[src/rtl/ei_axi4_rst_ctrl_if.sv]
// Request/status bundle between the reset/watchdog controller and the VIP environment.
// The master side drives injection requests and activity; the slave side returns resets and status.
interface ei_axi4_rst_ctrl_if #(
  parameter int unsigned NUM_RST = 2,
  parameter int unsigned DLY_W   = 16,
  parameter int unsigned CNT_W   = 32
);
  logic               inj_req;
  logic [DLY_W-1:0]   inj_delay;
  logic [NUM_RST-1:0] inj_mask;
  logic               activity;
  logic [NUM_RST-1:0] rst_n_out;
  logic               inj_busy;
  logic               inj_done;
  logic               timeout;
  logic [CNT_W-1:0]   cycle_cnt;

  modport master (
    output inj_req, inj_delay, inj_mask, activity,
    input  rst_n_out, inj_busy, inj_done, timeout, cycle_cnt
  );

  modport slave (
    input  inj_req, inj_delay, inj_mask, activity,
    output rst_n_out, inj_busy, inj_done, timeout, cycle_cnt
  );
endinterface

[src/rtl/ei_axi4_rst_ctrl.sv]
// Reset fan-out controller: power-on hold, delayed per-domain reset injection,
// bus-inactivity watchdog and a saturating cycle counter.
module ei_axi4_rst_ctrl #(
  parameter int unsigned NUM_RST        = 2,
  parameter int unsigned HOLD_CYCLES    = 4,
  parameter int unsigned DLY_W          = 16,
  parameter int unsigned TIMEOUT_CYCLES = 250,
  parameter int unsigned CNT_W          = 32
) (
  input  logic              aclk,
  input  logic              aresetn,
  ei_axi4_rst_ctrl_if.slave bus
);

  localparam int unsigned        HOLD_W  = $clog2(HOLD_CYCLES + 1);
  localparam logic [HOLD_W-1:0]  H_LAST  = HOLD_W'(HOLD_CYCLES - 1);
  localparam logic [HOLD_W-1:0]  H_FULL  = HOLD_W'(HOLD_CYCLES);
  localparam logic [NUM_RST-1:0] ALL_ON  = '1;
  localparam logic [CNT_W-1:0]   CNT_MAX = '1;
  localparam bit                 WD_EN   = (TIMEOUT_CYCLES != 0);
  localparam logic [CNT_W-1:0]   WD_LAST = CNT_W'(TIMEOUT_CYCLES - 1);

  generate
    if (NUM_RST < 1 || HOLD_CYCLES < 1) begin : g_param_err
      $error("ei_axi4_rst_ctrl: NUM_RST and HOLD_CYCLES must both be >= 1");
    end
  endgenerate

  typedef enum logic [1:0] {
    POR_HOLD = 2'd0,
    IDLE     = 2'd1,
    DELAY    = 2'd2,
    INJECT   = 2'd3
  } state_t;

  state_t             r_state;
  state_t             w_state_nxt;
  logic [HOLD_W-1:0]  r_hold_cnt;
  logic [HOLD_W-1:0]  w_hold_nxt;
  logic [DLY_W-1:0]   r_dly_cnt;
  logic [DLY_W-1:0]   w_dly_nxt;
  logic [NUM_RST-1:0] r_mask;
  logic [NUM_RST-1:0] w_mask_nxt;
  logic [NUM_RST-1:0] r_rst_n;
  logic [NUM_RST-1:0] w_rst_n_nxt;
  logic               r_busy;
  logic               w_busy_nxt;
  logic               r_done;
  logic               w_done_nxt;
  logic               r_timeout;
  logic [CNT_W-1:0]   r_wd_cnt;
  logic [CNT_W-1:0]   w_wd_nxt;
  logic [CNT_W-1:0]   r_cycle_cnt;
  logic               w_accept;
  logic               w_hold_last;
  logic               w_hold_full;
  logic               w_wd_clr;
  logic               w_expire;

  assign w_accept    = bus.inj_req && (bus.inj_mask != '0);
  assign w_hold_last = (r_hold_cnt == H_LAST);
  assign w_hold_full = (r_hold_cnt == H_FULL);

  // State register
  always_ff @(posedge aclk) begin
    if (!aresetn) r_state <= POR_HOLD;
    else          r_state <= w_state_nxt;
  end

  // Next-state logic
  always_comb begin
    w_state_nxt = r_state;
    case (r_state)
      POR_HOLD: if (w_hold_last) w_state_nxt = IDLE;
      IDLE:     if (w_accept) w_state_nxt = (bus.inj_delay == '0) ? INJECT : DELAY;
      DELAY:    if (r_dly_cnt == '0) w_state_nxt = INJECT;
      INJECT:   if (w_hold_full) w_state_nxt = IDLE;
      default:  w_state_nxt = POR_HOLD;
    endcase
  end

  // Output and sequence-counter next values; a zero-delay injection enters INJECT
  // with hold_cnt=0, so its first INJECT edge is the one that pulls the domains low.
  always_comb begin
    w_hold_nxt  = r_hold_cnt;
    w_dly_nxt   = r_dly_cnt;
    w_mask_nxt  = r_mask;
    w_rst_n_nxt = r_rst_n;
    w_busy_nxt  = r_busy;
    w_done_nxt  = 1'b0;
    case (r_state)
      POR_HOLD: begin
        if (w_hold_last) begin
          w_hold_nxt  = '0;
          w_rst_n_nxt = ALL_ON;
          w_busy_nxt  = 1'b0;
        end else begin
          w_hold_nxt = r_hold_cnt + HOLD_W'(1);
        end
      end
      IDLE: begin
        if (w_accept) begin
          w_mask_nxt = bus.inj_mask;
          w_dly_nxt  = bus.inj_delay;
          w_hold_nxt = '0;
          w_busy_nxt = 1'b1;
        end
      end
      DELAY: begin
        if (r_dly_cnt == '0) begin
          w_rst_n_nxt = ~r_mask;
          w_hold_nxt  = HOLD_W'(1);
        end else begin
          w_dly_nxt = r_dly_cnt - DLY_W'(1);
        end
      end
      INJECT: begin
        if (w_hold_full) begin
          w_rst_n_nxt = ALL_ON;
          w_busy_nxt  = 1'b0;
          w_done_nxt  = 1'b1;
          w_hold_nxt  = '0;
        end else begin
          w_rst_n_nxt = ~r_mask;
          w_hold_nxt  = r_hold_cnt + HOLD_W'(1);
        end
      end
      default: begin
        w_hold_nxt = '0;
      end
    endcase
  end

  // Watchdog: any held-low domain counts as "not idle"; activity beats expiry
  assign w_wd_clr = bus.activity || (r_rst_n != ALL_ON);
  assign w_wd_nxt = w_wd_clr ? '0 :
                    ((r_wd_cnt == CNT_MAX) ? r_wd_cnt : r_wd_cnt + CNT_W'(1));
  assign w_expire = WD_EN && !bus.activity && (r_wd_cnt == WD_LAST);

  // Registered outputs and counters
  always_ff @(posedge aclk) begin
    if (!aresetn) begin
      r_hold_cnt  <= '0;
      r_dly_cnt   <= '0;
      r_mask      <= '0;
      r_rst_n     <= '0;
      r_busy      <= 1'b1;
      r_done      <= 1'b0;
      r_timeout   <= 1'b0;
      r_wd_cnt    <= '0;
      r_cycle_cnt <= '0;
    end else begin
      r_hold_cnt  <= w_hold_nxt;
      r_dly_cnt   <= w_dly_nxt;
      r_mask      <= w_mask_nxt;
      r_rst_n     <= w_rst_n_nxt;
      r_busy      <= w_busy_nxt;
      r_done      <= w_done_nxt;
      r_wd_cnt    <= w_wd_nxt;
      if (w_expire) r_timeout <= 1'b1;
      if (r_cycle_cnt != CNT_MAX) r_cycle_cnt <= r_cycle_cnt + CNT_W'(1);
    end
  end

  assign bus.rst_n_out = r_rst_n;
  assign bus.inj_busy  = r_busy;
  assign bus.inj_done  = r_done;
  assign bus.timeout   = r_timeout;
  assign bus.cycle_cnt = r_cycle_cnt;

endmodule

[src/flat_wrapper.sv]
// flat-port wrapper written by rule: the top's interface ports become plain ports
module ei_axi4_rst_ctrl_flat 
#(
  parameter int unsigned NUM_RST        = 2,
  parameter int unsigned HOLD_CYCLES    = 4,
  parameter int unsigned DLY_W          = 16,
  parameter int unsigned TIMEOUT_CYCLES = 250,
  parameter int unsigned CNT_W          = 32
)
  (aclk, aresetn, bus_inj_req, bus_inj_delay, bus_inj_mask, bus_activity, bus_rst_n_out, bus_inj_busy, bus_inj_done, bus_timeout, bus_cycle_cnt);
  ei_axi4_rst_ctrl_if #(.NUM_RST(NUM_RST), .DLY_W(DLY_W), .CNT_W(CNT_W)) bus_i ();
  input  logic aclk;
  input  logic aresetn;
  input wire logic [$bits(bus_i.inj_req)-1:0] bus_inj_req;
  input wire logic [$bits(bus_i.inj_delay)-1:0] bus_inj_delay;
  input wire logic [$bits(bus_i.inj_mask)-1:0] bus_inj_mask;
  input wire logic [$bits(bus_i.activity)-1:0] bus_activity;
  output wire logic [$bits(bus_i.rst_n_out)-1:0] bus_rst_n_out;
  output wire logic [$bits(bus_i.inj_busy)-1:0] bus_inj_busy;
  output wire logic [$bits(bus_i.inj_done)-1:0] bus_inj_done;
  output wire logic [$bits(bus_i.timeout)-1:0] bus_timeout;
  output wire logic [$bits(bus_i.cycle_cnt)-1:0] bus_cycle_cnt;
  assign bus_i.inj_req = bus_inj_req;
  assign bus_i.inj_delay = bus_inj_delay;
  assign bus_i.inj_mask = bus_inj_mask;
  assign bus_i.activity = bus_activity;
  assign bus_rst_n_out = bus_i.rst_n_out;
  assign bus_inj_busy = bus_i.inj_busy;
  assign bus_inj_done = bus_i.inj_done;
  assign bus_timeout = bus_i.timeout;
  assign bus_cycle_cnt = bus_i.cycle_cnt;
  ei_axi4_rst_ctrl #(.NUM_RST(NUM_RST), .HOLD_CYCLES(HOLD_CYCLES), .DLY_W(DLY_W), .TIMEOUT_CYCLES(TIMEOUT_CYCLES), .CNT_W(CNT_W)) u_core (.aclk(aclk), .aresetn(aresetn), .bus(bus_i));
endmodule
[config.mk]
export PLATFORM = sky130hd
export DESIGN_NAME = ei_axi4_rst_ctrl_flat
export DESIGN_NICKNAME = d
export VERILOG_FILES = /design/src/rtl/ei_axi4_rst_ctrl_if.sv /design/src/rtl/ei_axi4_rst_ctrl.sv /design/src/flat_wrapper.sv
export SDC_FILE = /design/constraint.sdc
export NUM_CORES = 1
export LEC_CHECK = 0
export CAP_MARGIN = 15
export CORE_UTILIZATION = 50
export DETAILED_ROUTE_END_ITERATION = 10
export PLACE_DENSITY = 0.83
export SKIP_CTS_REPAIR_TIMING = 1
export SYNTH_ARGS = -nofsm -noshare
export SYNTH_HDL_FRONTEND = slang
export SYNTH_SLANG_ARGS = --single-unit
export TNS_END_PERCENT = 50
[constraint.sdc]
create_clock -name aclk -period 1.8 [get_ports aclk]
set_input_delay 0.18 -clock aclk [delete_from_list [all_inputs] [get_ports aclk]]
set_output_delay 0.18 -clock aclk [all_outputs]
set_load 0.01 [all_outputs]
==> metrics.log, run 1 <==
INFO  metric fillerInstances = 653
INFO  metric drt_iter0_drc = 296
INFO  metric ys_dominant_reg_cell = sky130_fd_sc_hd__dfxtp_1
INFO  metric static-leakage-power = 2.601 nW
INFO  metric grt_total_ovfl = 0
INFO  metric globalRouteTotalUtil = 26.15%
INFO  metric die_area = 0.01001 mm^2
INFO  metric top_level_ports = 59
INFO  metric root_cell_of_the_clock_tree = sky130_fd_sc_hd__clkbuf_8
INFO  metric clockBufferDepth = 2
INFO  metric async_reset_ff_share = 0%
INFO  metric setup-tns-final = -0.5736 ns
INFO  metric first_pass_iters = 7
INFO  metric synth_area_leader_cell = sky130_fd_sc_hd__dfxtp_1
INFO  metric cts_tree = built
INFO  metric drive_gt1_share = 29.42%
INFO  metric largest_net_degree_at_the_start_of_global_routing = 28
INFO  metric max_slew.worst_pin.slew = 0.5163 ns
INFO  metric final_max_slew_viol_count = 0
INFO  metric cts_made_buffers = 9
INFO  metric synth_sequential_area_ratio = 38.32%
INFO  metric layout.cell_area.non_filler = 0.006847 mm^2
INFO  metric hpwl = 9.274 mm
INFO  metric critPathKind = reg2reg
INFO  metric critPathCaptureType = register
INFO  metric synth.avg_cell_area = 8.300 um^2
INFO  metric die_height = 100.0 um
INFO  metric hold_viol = 0
INFO  metric clk_lat_worst_skew = 0.36 ns
INFO  metric placed_cell_area = 0.006218 mm^2
INFO  metric synth.cell_area = 0.004806 mm^2
INFO  metric grt_first_pass_wirelength = 21.41 mm
INFO  metric post-route-drc-count = 0
INFO  metric critical_path.startpoint_type = register
INFO  metric port-buffer-count = 58
INFO  metric count_of_flip_flops_with_a_built_in_enable_after_synthesis = 0
INFO  metric violations = negative setup slack
INFO  metric h-tree-depth = 3
INFO  metric period_minus_slack = 1.872 ns
INFO  metric post_layout_power = 6.794 mW
INFO  metric achievable-frequency = 0.5341 GHz
INFO  metric cellPowerDensity = 992.4 mW/mm^2
INFO  metric cts.sink_count = 92
INFO  metric worst_hold_path_type = reg2reg
INFO  metric fin_skew = 0.01418 ns
INFO  metric number_of_setup_violations_in_the_final_report = 16
INFO  metric clk_pin_slew = 0.10 ns
INFO  metric post_synth_main_area_contributors = sky130_fd_sc_hd__dfxtp_1 (38%), sky130_fd_sc_hd__xor2_1 (6.6%), sky130_fd_sc_hd__nor2_1 (5.6%)
INFO  metric grt_antenna_before_repair = 0
INFO  metric cp_data_required_time = 2.06 ns
INFO  metric worstPathMaxFanout = 4
INFO  metric drt-wirelength-per-cell = 16.10 um
INFO  metric final_cycle_utilization_of_the_critical_path = 104.0%
INFO  metric wl = 14.00 mm
INFO  metric drtAntennaViolNets = 0
INFO  metric vias_in_the_first_global_route = 4693
INFO  metric area_delta_synth_final = 42.46%
INFO  metric ys.warnings.count = 0
INFO  metric floorplan.initialDensity = 51.77%
INFO  metric routabilityCongestion = 0.9345
INFO  metric row_count = 35
INFO  metric critical_path_arrival = 2.13 ns
INFO  metric nets = 771
INFO  metric post-synth-top-area-fraction = 38.32%
INFO  metric core = 0.009284 mm^2
INFO  metric library_cells_used_by_synthesis = 60
INFO  metric number_of_instances_in_the_synthesized_netlist = 579
INFO  metric irDropWorstVdd = 869.3 uV
INFO  metric n_antenna_cell = 0
INFO  metric max-slew-margin-rel = 65.26%
INFO  metric rsz0062_at_grt = yes
INFO  metric worst_slack = -0.07233 ns
INFO  metric die_w = 100.0 um
INFO  metric synthesis.nets = 614
INFO  metric detailroute.via_count = 5086
INFO  metric run_status = finished with violations
INFO  metric synth-seq-cells = 92
INFO  metric detail_route.vias_per_cell = 5.846
INFO  metric drv.max_cap_violation_count = 0
## state kept, by name, summed over array words and instances (netlist names)
name / count
u_core.bus.cycle_cnt: 32
u_core.bus.inj_busy: 1
u_core.bus.inj_done: 1
u_core.bus.rst_n_out: 2
u_core.bus.timeout: 1
u_core.r_dly_cnt: 16
u_core.r_hold_cnt: 3
u_core.r_mask: 2
u_core.r_state: 2
u_core.r_wd_cnt: 32
## kinds of logic after synthesis
family,share of synthesized area (%)
xor+xnor,8.565
mux,1.484
simple gates,30.02
fa+ha+maj,3.385
compound gates,13.85
buf+inv,4.374
flops,38.32
## layout make-up
type                    count  area [um^2]  share of cell area (%)
clock buffers               9        123.9                   1.809
clock inverters             7        76.32                   1.115
inverters                  18        67.56                  0.9868
multi-input cells         441         3039                   44.39
flip-flops and latches     92         1893                   27.65
well taps                 129        161.4                   2.357
repair buffers            174         1485                   21.69
## metal layers
metal | track usage (%) | share of wire, % | vias to the layer above
met1 | 33.09 | 42 | 2445
met4 | 9.142 | 2.3 | 0
li1 | - | - | 2415
met5 | 0 | 0 | -
met2 | 46.21 | 51 | 177
met3 | 2.925 | 4.7 | 49
## Yosys cell counts (7+ instances only)
library cell,instances
sky130_fd_sc_hd__o31ai_1,7
sky130_fd_sc_hd__a21oi_1,33
sky130_fd_sc_hd__nor3_1,17
sky130_fd_sc_hd__nor4_1,17
sky130_fd_sc_hd__dfxtp_1,92
sky130_fd_sc_hd__inv_1,18
sky130_fd_sc_hd__xor2_1,36
sky130_fd_sc_hd__and4_1,7
sky130_fd_sc_hd__nand2_1,49
sky130_fd_sc_hd__clkbuf_1,20
sky130_fd_sc_hd__nand3_1,32
sky130_fd_sc_hd__o21ai_0,13
sky130_fd_sc_hd__nand4_1,27
sky130_fd_sc_hd__xnor2_1,11
sky130_fd_sc_hd__nor2_1,72
sky130_fd_sc_hd__ha_1,13
sky130_fd_sc_hd__and3_1,15
## metrics by stage
step                util, %  instances  setup slack [ns]  hold slack [ns]
CTS                   69.14        854           -0.1620           0.4749
global route          73.75        870           -0.1578           0.4903
detailed placement    66.98        838           -0.1391           0.4613
floorplan                 -        579          -0.05151           0.3432
global placement      66.98        838          -0.01668           0.4499
finish                73.75        870          -0.07233           0.4736
## worst max-delay path: stages, from the launching register on
cell and delay, ns:
sky130_fd_sc_hd__dfxtp_2 0.34, sky130_fd_sc_hd__buf_4 0.13, sky130_fd_sc_hd__nor4_2 0.37, sky130_fd_sc_hd__nand2_2 0.17, sky130_fd_sc_hd__nor3_4 0.22, sky130_fd_sc_hd__and3_1 0.21, sky130_fd_sc_hd__a21oi_1 0.05, sky130_fd_sc_hd__o32ai_1 0.27
## power breakdown
group | switching [mW] | total, mW | internal (mW) | leakage, nW
sequential | 0.201 | 2.41 | 2.21 | 0.757
clock | 0.794 | 1.44 | 0.650 | 0.0958
combinational | 1.52 | 2.94 | 1.43 | 1.75
total | 2.51 | 6.79 | 4.28 | 2.60
## placed cells by master, fill, tap and decap left out, types with 4 or more instances in the layout
master | Yosys | layout
sky130_fd_sc_hd__a211oi_1 | 6 | 6
sky130_fd_sc_hd__a21oi_1 | 33 | 27
sky130_fd_sc_hd__a21oi_2 | 0 | 5
sky130_fd_sc_hd__and3_1 | 15 | 12
sky130_fd_sc_hd__and3_4 | 0 | 4
sky130_fd_sc_hd__and4_1 | 7 | 4
sky130_fd_sc_hd__buf_4 | 0 | 108
sky130_fd_sc_hd__buf_6 | 3 | 7
sky130_fd_sc_hd__clkbuf_8 | 1 | 9
sky130_fd_sc_hd__clkdlybuf4s50_1 | 0 | 58
sky130_fd_sc_hd__dfxtp_1 | 92 | 71
sky130_fd_sc_hd__dfxtp_2 | 0 | 11
sky130_fd_sc_hd__dfxtp_4 | 0 | 10
sky130_fd_sc_hd__ha_1 | 13 | 8
sky130_fd_sc_hd__inv_1 | 18 | 16
sky130_fd_sc_hd__mux2i_1 | 6 | 6
sky130_fd_sc_hd__nand2_1 | 49 | 46
sky130_fd_sc_hd__nand3_1 | 32 | 28
sky130_fd_sc_hd__nand3_2 | 1 | 5
sky130_fd_sc_hd__nand4_1 | 27 | 27
sky130_fd_sc_hd__nor2_1 | 72 | 71
sky130_fd_sc_hd__nor3_1 | 17 | 17
sky130_fd_sc_hd__nor4_1 | 17 | 14
sky130_fd_sc_hd__o211ai_1 | 6 | 6
sky130_fd_sc_hd__o21a_1 | 5 | 5
sky130_fd_sc_hd__o21ai_0 | 13 | 9
sky130_fd_sc_hd__o31ai_1 | 7 | 6
sky130_fd_sc_hd__o32ai_1 | 6 | 5
sky130_fd_sc_hd__or3_1 | 4 | 4
sky130_fd_sc_hd__xnor2_1 | 11 | 9
sky130_fd_sc_hd__xor2_1 | 36 | 36
## path summary, 6_finish.rpt
kind	endpoint	slack, ns	cells past startpoint	start
worst max-delay path	u_core.r_dly_cnt[13]	-0.07	7	u_core.r_dly_cnt[0]
worst min register to register	u_core.r_mask[1]	0.47	2	u_core.r_mask[1]
worst max register to register	u_core.r_dly_cnt[13]	-0.07	7	u_core.r_dly_cnt[0]
worst min-delay path	u_core.r_mask[1]	0.47	2	u_core.r_mask[1]
Note: power is estimated with default switching activity, not from simulation.
==> inputs of run 2 (changes only) <==
- CORE_ASPECT_RATIO: default -> 0.7
==> metrics.log, run 2 (synthesized netlist as in run 1, its figures left out) <==
INFO  metric run_status = finished with violations
INFO  metric violations = negative setup slack
INFO  metric core = 0.009180 mm^2 (-1.1%)
INFO  metric number_of_setup_violations_in_the_final_report = 60 (+44)
INFO  metric max_slew.worst_pin.slew = 0.4825 ns (-0.03379 ns)
INFO  metric worst_slack = -0.3237 ns (-0.2514 ns)
INFO  metric r2r_end = u_core.r_dly_cnt[1]
INFO  metric hpwl = 9.553 mm (+3.0%)
INFO  metric grt_first_pass_wirelength = 22.78 mm (+6.4%)
INFO  metric die_w = 119.2 um (+19%)
INFO  metric clockBufferDepth = 2 (unchanged)
INFO  metric top_level_ports = 59 (unchanged)
INFO  metric largest_net_degree_at_the_start_of_global_routing = 49 (+75%)
INFO  metric static-leakage-power = 2.723 nW (+4.7%)
INFO  metric hold_viol = 0 (unchanged)
INFO  metric die_area = 0.01001 mm^2 (about the same)
INFO  metric cp_data_required_time = 2.05 ns (about the same)
INFO  metric n_antenna_cell = 0 (unchanged)
INFO  metric drtAntennaViolNets = 0 (unchanged)
INFO  metric drive_gt1_share = 30.47% (+1.1 points)
INFO  metric drv.max_cap_violation_count = 0 (unchanged)
INFO  metric r2r_worst_path_depth = 9 (+2)
INFO  metric worst_hold_path_type = reg2reg
INFO  metric row_count = 29 (-17%)
INFO  metric achievable-frequency = 0.4709 GHz (-12%)
INFO  metric fin_skew = 0.01051 ns (-0.003677 ns)
INFO  metric area_delta_synth_final = 49.00%
INFO  metric detail_route.vias_per_cell = 6.610 (+13%)
INFO  metric port-buffer-count = 58 (unchanged)
INFO  metric mostFrequentLayoutCell = sky130_fd_sc_hd__buf_4
INFO  metric h-tree-depth = 3 (unchanged)
INFO  metric max-slew-margin-rel = 67.53% (+2.3 points)
INFO  metric routabilityCongestion = 0.8864 (-5.1%)
INFO  metric cp_cell_sequence = inv_2 > ha_4 > nor3b_4 > nand4_1 > o221ai_4 > buf_12 > a211oi_2 > a21oi_1 > nor2_1
INFO  metric final_max_slew_viol_count = 0 (unchanged)
INFO  metric cts_made_buffers = 9 (unchanged)
INFO  metric rrSetupSlack = -0.32 ns (-0.25 ns)
INFO  metric critPathKind = reg2reg
INFO  metric cts_tree = built
INFO  metric die_height = 84.03 um (-16%)
INFO  metric vias_in_the_first_global_route = 4876 (+3.9%)
INFO  metric critical_path.startpoint_type = register
INFO  metric globalRouteTotalUtil = 28.01% (+1.9 points)
INFO  metric wl = 18.78 mm (+34%)
INFO  metric critPathMaxStageDelay = 0.41 ns (+0.04 ns)
INFO  metric post_layout_power = 8.038 mW (+18%)
INFO  metric worstPathMaxFanout = 8 (+4)
INFO  metric hold_path_depth = 2 (unchanged)
INFO  metric critical-path-top-delay-family = compound AO/OA/AOI/OAI gates
INFO  metric clk_lat_worst_skew = 0.36 ns (about the same)
INFO  metric grt_total_ovfl = 0 (unchanged)
INFO  metric root_cell_of_the_clock_tree = sky130_fd_sc_hd__clkbuf_16
INFO  metric first_pass_iters = 5 (-2)
INFO  metric fin_worst_hold_slack = 0.4686 ns (-0.004979 ns)
INFO  metric final_cycle_utilization_of_the_critical_path = 118.0% (+14 points)
INFO  metric cts.sink_count = 92 (unchanged)
INFO  metric irDropWorstVdd = 705.4 uV (-19%)
INFO  metric post-route-drc-count = 0 (unchanged)
INFO  metric drt-wirelength-per-cell = 21.61 um (+34%)
INFO  metric floorplan.initialDensity = 52.35% (+0.59 points)
INFO  metric cellPowerDensity = 1122 mW/mm^2 (+13%)
INFO  metric crit_slowest_cell = sky130_fd_sc_hd__o221ai_4
INFO  metric detailroute.via_count = 5744 (+13%)
INFO  metric grt_antenna_before_repair = 0 (unchanged)
INFO  metric hold_start = u_core.r_mask[0]
INFO  metric clk_pin_slew = 0.07 ns (-0.03 ns)
INFO  metric worstHoldEndpoint = u_core.r_mask[0]
INFO  metric critical_path_arrival = 2.37 ns (+0.24 ns)
INFO  metric rsz0062_at_grt = yes
INFO  metric regToRegStartpoint = u_core.r_dly_cnt[0]
INFO  metric path_buf_inv = 2 (+1)
INFO  metric period_minus_slack = 2.124 ns (+0.2514 ns)
INFO  metric drt_iter0_drc = 776 (+160%)
INFO  metric critPathCaptureType = register
INFO  metric most-common-layout-cells = sky130_fd_sc_hd__buf_4 (107), sky130_fd_sc_hd__dfxtp_1 (74), sky130_fd_sc_hd__nor2_1 (72), sky130_fd_sc_hd__clkdlybuf4s50_1 (58), sky130_fd_sc_hd__nand2_1 (43)
INFO  metric nets = 775 (+0.52%)
[run 2: cell count changes in the layout (fill, tap and decap cells not counted), moves of 3 or more]
cell                        before  now
sky130_fd_sc_hd__nand2_1        46   43
sky130_fd_sc_hd__dfxtp_1        71   74
sky130_fd_sc_hd__clkbuf_16       0   11
sky130_fd_sc_hd__nand3_4         0    3
sky130_fd_sc_hd__buf_12          0    3
sky130_fd_sc_hd__o21ai_1         3    0
sky130_fd_sc_hd__clkbuf_8        9    0
sky130_fd_sc_hd__nor4_1         14   11
sky130_fd_sc_hd__dfxtp_2        11    8
[run 2: layout make-up]
type / count / area [um^2]
Clock inverter: 7 / 96.34
Multi-Input combinational cell: 441 / 3143
Clock buffer: 9 / 225.2
Timing Repair Buffer: 178 / 1584
Tap cell: 124 / 155.1
Sequential cell: 92 / 1889
Inverter: 18 / 67.56
Fill cell: 501 / 2019
[run 2: per-layer routing]
layer,track usage [%],share of wire (%),vias up
met5,0,0,-
met4,8.055,7.2,0
met3,7.445,11,163
met2,47.30,45,489
met1,34.94,37,2671
li1,-,-,2421
[run 2: worst max path at each step]
stage / from / to / slack [ns] / cells after the start
3_5_place_dp: u_core.r_dly_cnt[1] / u_core.r_state[0] / -0.23 / 7
5_1_grt: u_core.r_wd_cnt[6] / u_core.r_wd_cnt[1] / -0.52 / 6
4_1_cts: u_core.r_dly_cnt[1] / u_core.r_state[0] / -0.24 / 7
2_1_floorplan: u_core.r_wd_cnt[0] / u_core.r_wd_cnt[27] / -0.05 / 7
6_report: u_core.r_dly_cnt[0] / u_core.r_dly_cnt[1] / -0.32 / 9
3_3_place_gp: u_core.r_dly_cnt[1] / u_core.r_hold_cnt[1] / -0.13 / 7
[run 2: tightest hold or removal path: stages (launching register included)]
cell	delay, ns
sky130_fd_sc_hd__dfxtp_1	0.32
sky130_fd_sc_hd__nand2_1	0.05
sky130_fd_sc_hd__a21oi_1	0.05
[run 2: report_power, final]
group / switching [mW] / leakage, nW / internal, mW
registers: 0.212 / 0.756 / 2.21
clock network: 0.897 / 0.161 / 1.23
logic: 1.93 / 1.81 / 1.57
total: 3.04 / 2.72 / 5.00
[run 2: metrics by stage]
step                std cells  setup slack, ns  util, %  cell area, um^2  TNS (ns)
CTS                       845          -0.2416    71.26             6541    -2.432
global placement          829          -0.1263    67.75             6220   -0.4310
detailed placement        829          -0.2268    67.75             6220    -1.745
finish                    869          -0.3237    78.00             7161    -9.122
global route              869          -0.5188    78.00             7161    -11.15
floorplan                 579         -0.05151        -             4865   -0.2999
==> inputs of run 3 (changes only) <==
- SKIP_LAST_GASP: default -> 1
==> metrics.log, run 3 (synthesized netlist as in run 1, its figures left out) <==
INFO  metric hpwl = 9.553 mm (unchanged)
INFO  metric worstPathMaxFanout = 8 (unchanged)
INFO  metric port-buffer-count = 58 (unchanged)
INFO  metric placed_cell_area = 0.006220 mm^2 (unchanged)
INFO  metric drv.max_cap_violation_count = 0 (unchanged)
INFO  metric layout.cell_area.non_filler = 0.007112 mm^2 (-0.68%)
INFO  metric pwr-share-comb = 42.8% (-0.6 points)
INFO  metric pwr-share-clk = 26.5% (about the same)
INFO  metric worst_slack = -0.2741 ns (+0.04957 ns)
INFO  metric detailroute.via_count = 5526 (-3.8%)
INFO  metric fin_skew = 0.009474 ns (-0.001031 ns)
INFO  metric drt-wirelength-per-cell = 20.11 um (-6.9%)
INFO  metric drtAntennaViolNets = 0 (unchanged)
INFO  metric grt_total_ovfl = 0 (unchanged)
INFO  metric critical_path_arrival = 2.32 ns (-0.05 ns)
INFO  metric achievable-frequency = 0.4821 GHz (+2.4%)
INFO  metric period_minus_slack = 2.074 ns (-0.04957 ns)
INFO  metric core = 0.009180 mm^2 (unchanged)
INFO  metric max-slew-margin-rel = 70.44% (+2.9 points)
INFO  metric critPathKind = reg2reg
INFO  metric power_frac_seq = 30.6% (+0.5 points)
INFO  metric post_layout_power = 7.899 mW (-1.7%)
INFO  metric largest_net_degree_at_the_start_of_global_routing = 49 (unchanged)
INFO  metric top_level_ports = 59 (unchanged)
INFO  metric vias_in_the_first_global_route = 4876 (unchanged)
INFO  metric hold_viol = 0 (unchanged)
INFO  metric die_area = 0.01001 mm^2 (unchanged)
INFO  metric die_height = 84.03 um (unchanged)
INFO  metric run_status = finished with violations
INFO  metric floorplan.initialDensity = 52.35% (unchanged)
INFO  metric h-tree-depth = 3 (unchanged)
INFO  metric routabilityCongestion = 0.8864 (unchanged)
INFO  metric power.switching_fraction = 36.77% (-0.99 points)
INFO  metric drive_gt1_share = 29.13% (-1.3 points)
INFO  metric grt_antenna_before_repair = 0 (unchanged)
INFO  metric globalRouteTotalUtil = 28.01% (unchanged)
INFO  metric max_slew.worst_pin.slew = 0.4413 ns (-0.04121 ns)
INFO  metric area_delta_synth_final = 47.98%
INFO  metric internal-power = 4.995 mW (-0.15%)
INFO  metric clk_pin_slew = 0.07 ns (about the same)
INFO  metric cts_tree = built
INFO  metric violations = negative setup slack
INFO  metric most-common-layout-cells = sky130_fd_sc_hd__buf_4 (106), sky130_fd_sc_hd__dfxtp_1 (74), sky130_fd_sc_hd__nor2_1 (72), sky130_fd_sc_hd__clkdlybuf4s50_1 (58), sky130_fd_sc_hd__nand2_1 (45)
INFO  metric cts_made_buffers = 9 (unchanged)
INFO  metric drt_iter0_drc = 567 (-27%)
INFO  metric detail_route.vias_per_cell = 6.359 (-3.8%)
INFO  metric wl = 17.48 mm (-6.9%)
INFO  metric clk_lat_worst_skew = 0.36 ns (about the same)
INFO  metric placed_cells = 829 (unchanged)
INFO  metric final_max_slew_viol_count = 0 (unchanged)
INFO  metric post-route-drc-count = 0 (unchanged)
INFO  metric n_antenna_cell = 0 (unchanged)
INFO  metric static-leakage-power = 2.722 nW (about the same)
INFO  metric net-switching-power = 2.905 mW (-4.3%)
INFO  metric fillerInstances = 494 (-1.4%)
INFO  metric first_pass_iters = 6 (+1)
INFO  metric cp_data_required_time = 2.04 ns (about the same)
INFO  metric number_of_setup_violations_in_the_final_report = 51 (-15%)
INFO  metric final_cycle_utilization_of_the_critical_path = 115.2% (-2.8 points)
INFO  metric critical_path.startpoint_type = register
INFO  metric row_count = 29 (unchanged)
INFO  metric die_w = 119.2 um (unchanged)
INFO  metric worst_hold_path_type = reg2reg
INFO  metric root_cell_of_the_clock_tree = sky130_fd_sc_hd__clkbuf_16
INFO  metric fin_cells = 869 (unchanged)
INFO  metric nets = 775 (unchanged)
INFO  metric critPathCaptureType = register
INFO  metric mostFrequentLayoutCell = sky130_fd_sc_hd__buf_4
INFO  metric clockBufferDepth = 2 (unchanged)
INFO  metric rsz0062_at_grt = yes
INFO  metric cellPowerDensity = 1111 mW/mm^2 (-1.0%)
INFO  metric cts.sink_count = 92 (unchanged)
INFO  metric irDropWorstVdd = 813.4 uV (+15%)
INFO  metric grt_first_pass_wirelength = 22.78 mm (unchanged)
run 3: power by group through the flow:
stage                     Clock (mW)  Sequential, mW  Combinational (mW)
after floorplan                    0            2.39                1.35
after global placement             0            2.40                2.13
after detailed placement           0            2.41                2.25
after CTS                       2.08            2.37                2.28
after global routing            2.19            2.43                3.49
final                           2.10            2.42                3.38
run 3: path summary, 6_finish.rpt:
path,from,end,slack [ns],cells after the start
setup / recovery,u_core.r_dly_cnt[0],u_core.r_dly_cnt[1],-0.27,9
hold / removal,u_core.r_mask[0],u_core.r_mask[0],0.47,2
setup reg to reg,u_core.r_dly_cnt[0],u_core.r_dly_cnt[1],-0.27,9
hold reg to reg,u_core.r_mask[0],u_core.r_mask[0],0.47,2
run 3: final cells by class:
type / count / area, um^2 / area share [%]
clock buffer: 9 / 225.2 / 3.167
multi-input combinational: 441 / 3097 / 43.54
tap: 124 / 155.1 / 2.182
inverter: 18 / 67.56 / 0.9500
clock inverter: 7 / 96.34 / 1.355
sequential: 92 / 1889 / 26.57
timing repair buffer: 178 / 1582 / 22.24
run 3: critical path, cell delays in order, from the launching register on:
cell and delay [ns]:
sky130_fd_sc_hd__dfxtp_2 0.34, sky130_fd_sc_hd__inv_2 0.08, sky130_fd_sc_hd__ha_4 0.14, sky130_fd_sc_hd__nor3b_4 0.29, sky130_fd_sc_hd__nand4_1 0.24, sky130_fd_sc_hd__o221ai_4 0.37
sky130_fd_sc_hd__buf_12 0.19, sky130_fd_sc_hd__a211oi_2 0.05, sky130_fd_sc_hd__a21oi_1 0.20, sky130_fd_sc_hd__nor2_1 0.07
run 3: layer usage:
| metal | vias to the layer above | GRT usage, % | share of wire [%] |
|---|---|---|---|
| met2 | 373 | 47.30 | 46 |
| met5 | - | 0 | 0 |
| met1 | 2599 | 34.94 | 39 |
| met3 | 138 | 7.445 | 8.5 |
| met4 | 0 | 8.055 | 6.0 |
| li1 | 2416 | - | - |
run 3: metrics by stage:
step / worst slack [ns] / setup TNS [ns] / hold slack, ns / util (%)
floorplan: -0.05151 / -0.2999 / 0.3432 / -
global placement: -0.1263 / -0.4310 / 0.4564 / 67.75
detailed placement: -0.2268 / -1.745 / 0.4545 / 67.75
CTS: -0.2416 / -2.432 / 0.4639 / 71.26
global route: -0.3240 / -9.803 / 0.5094 / 77.47
finish: -0.2741 / -5.912 / 0.4650 / 77.47
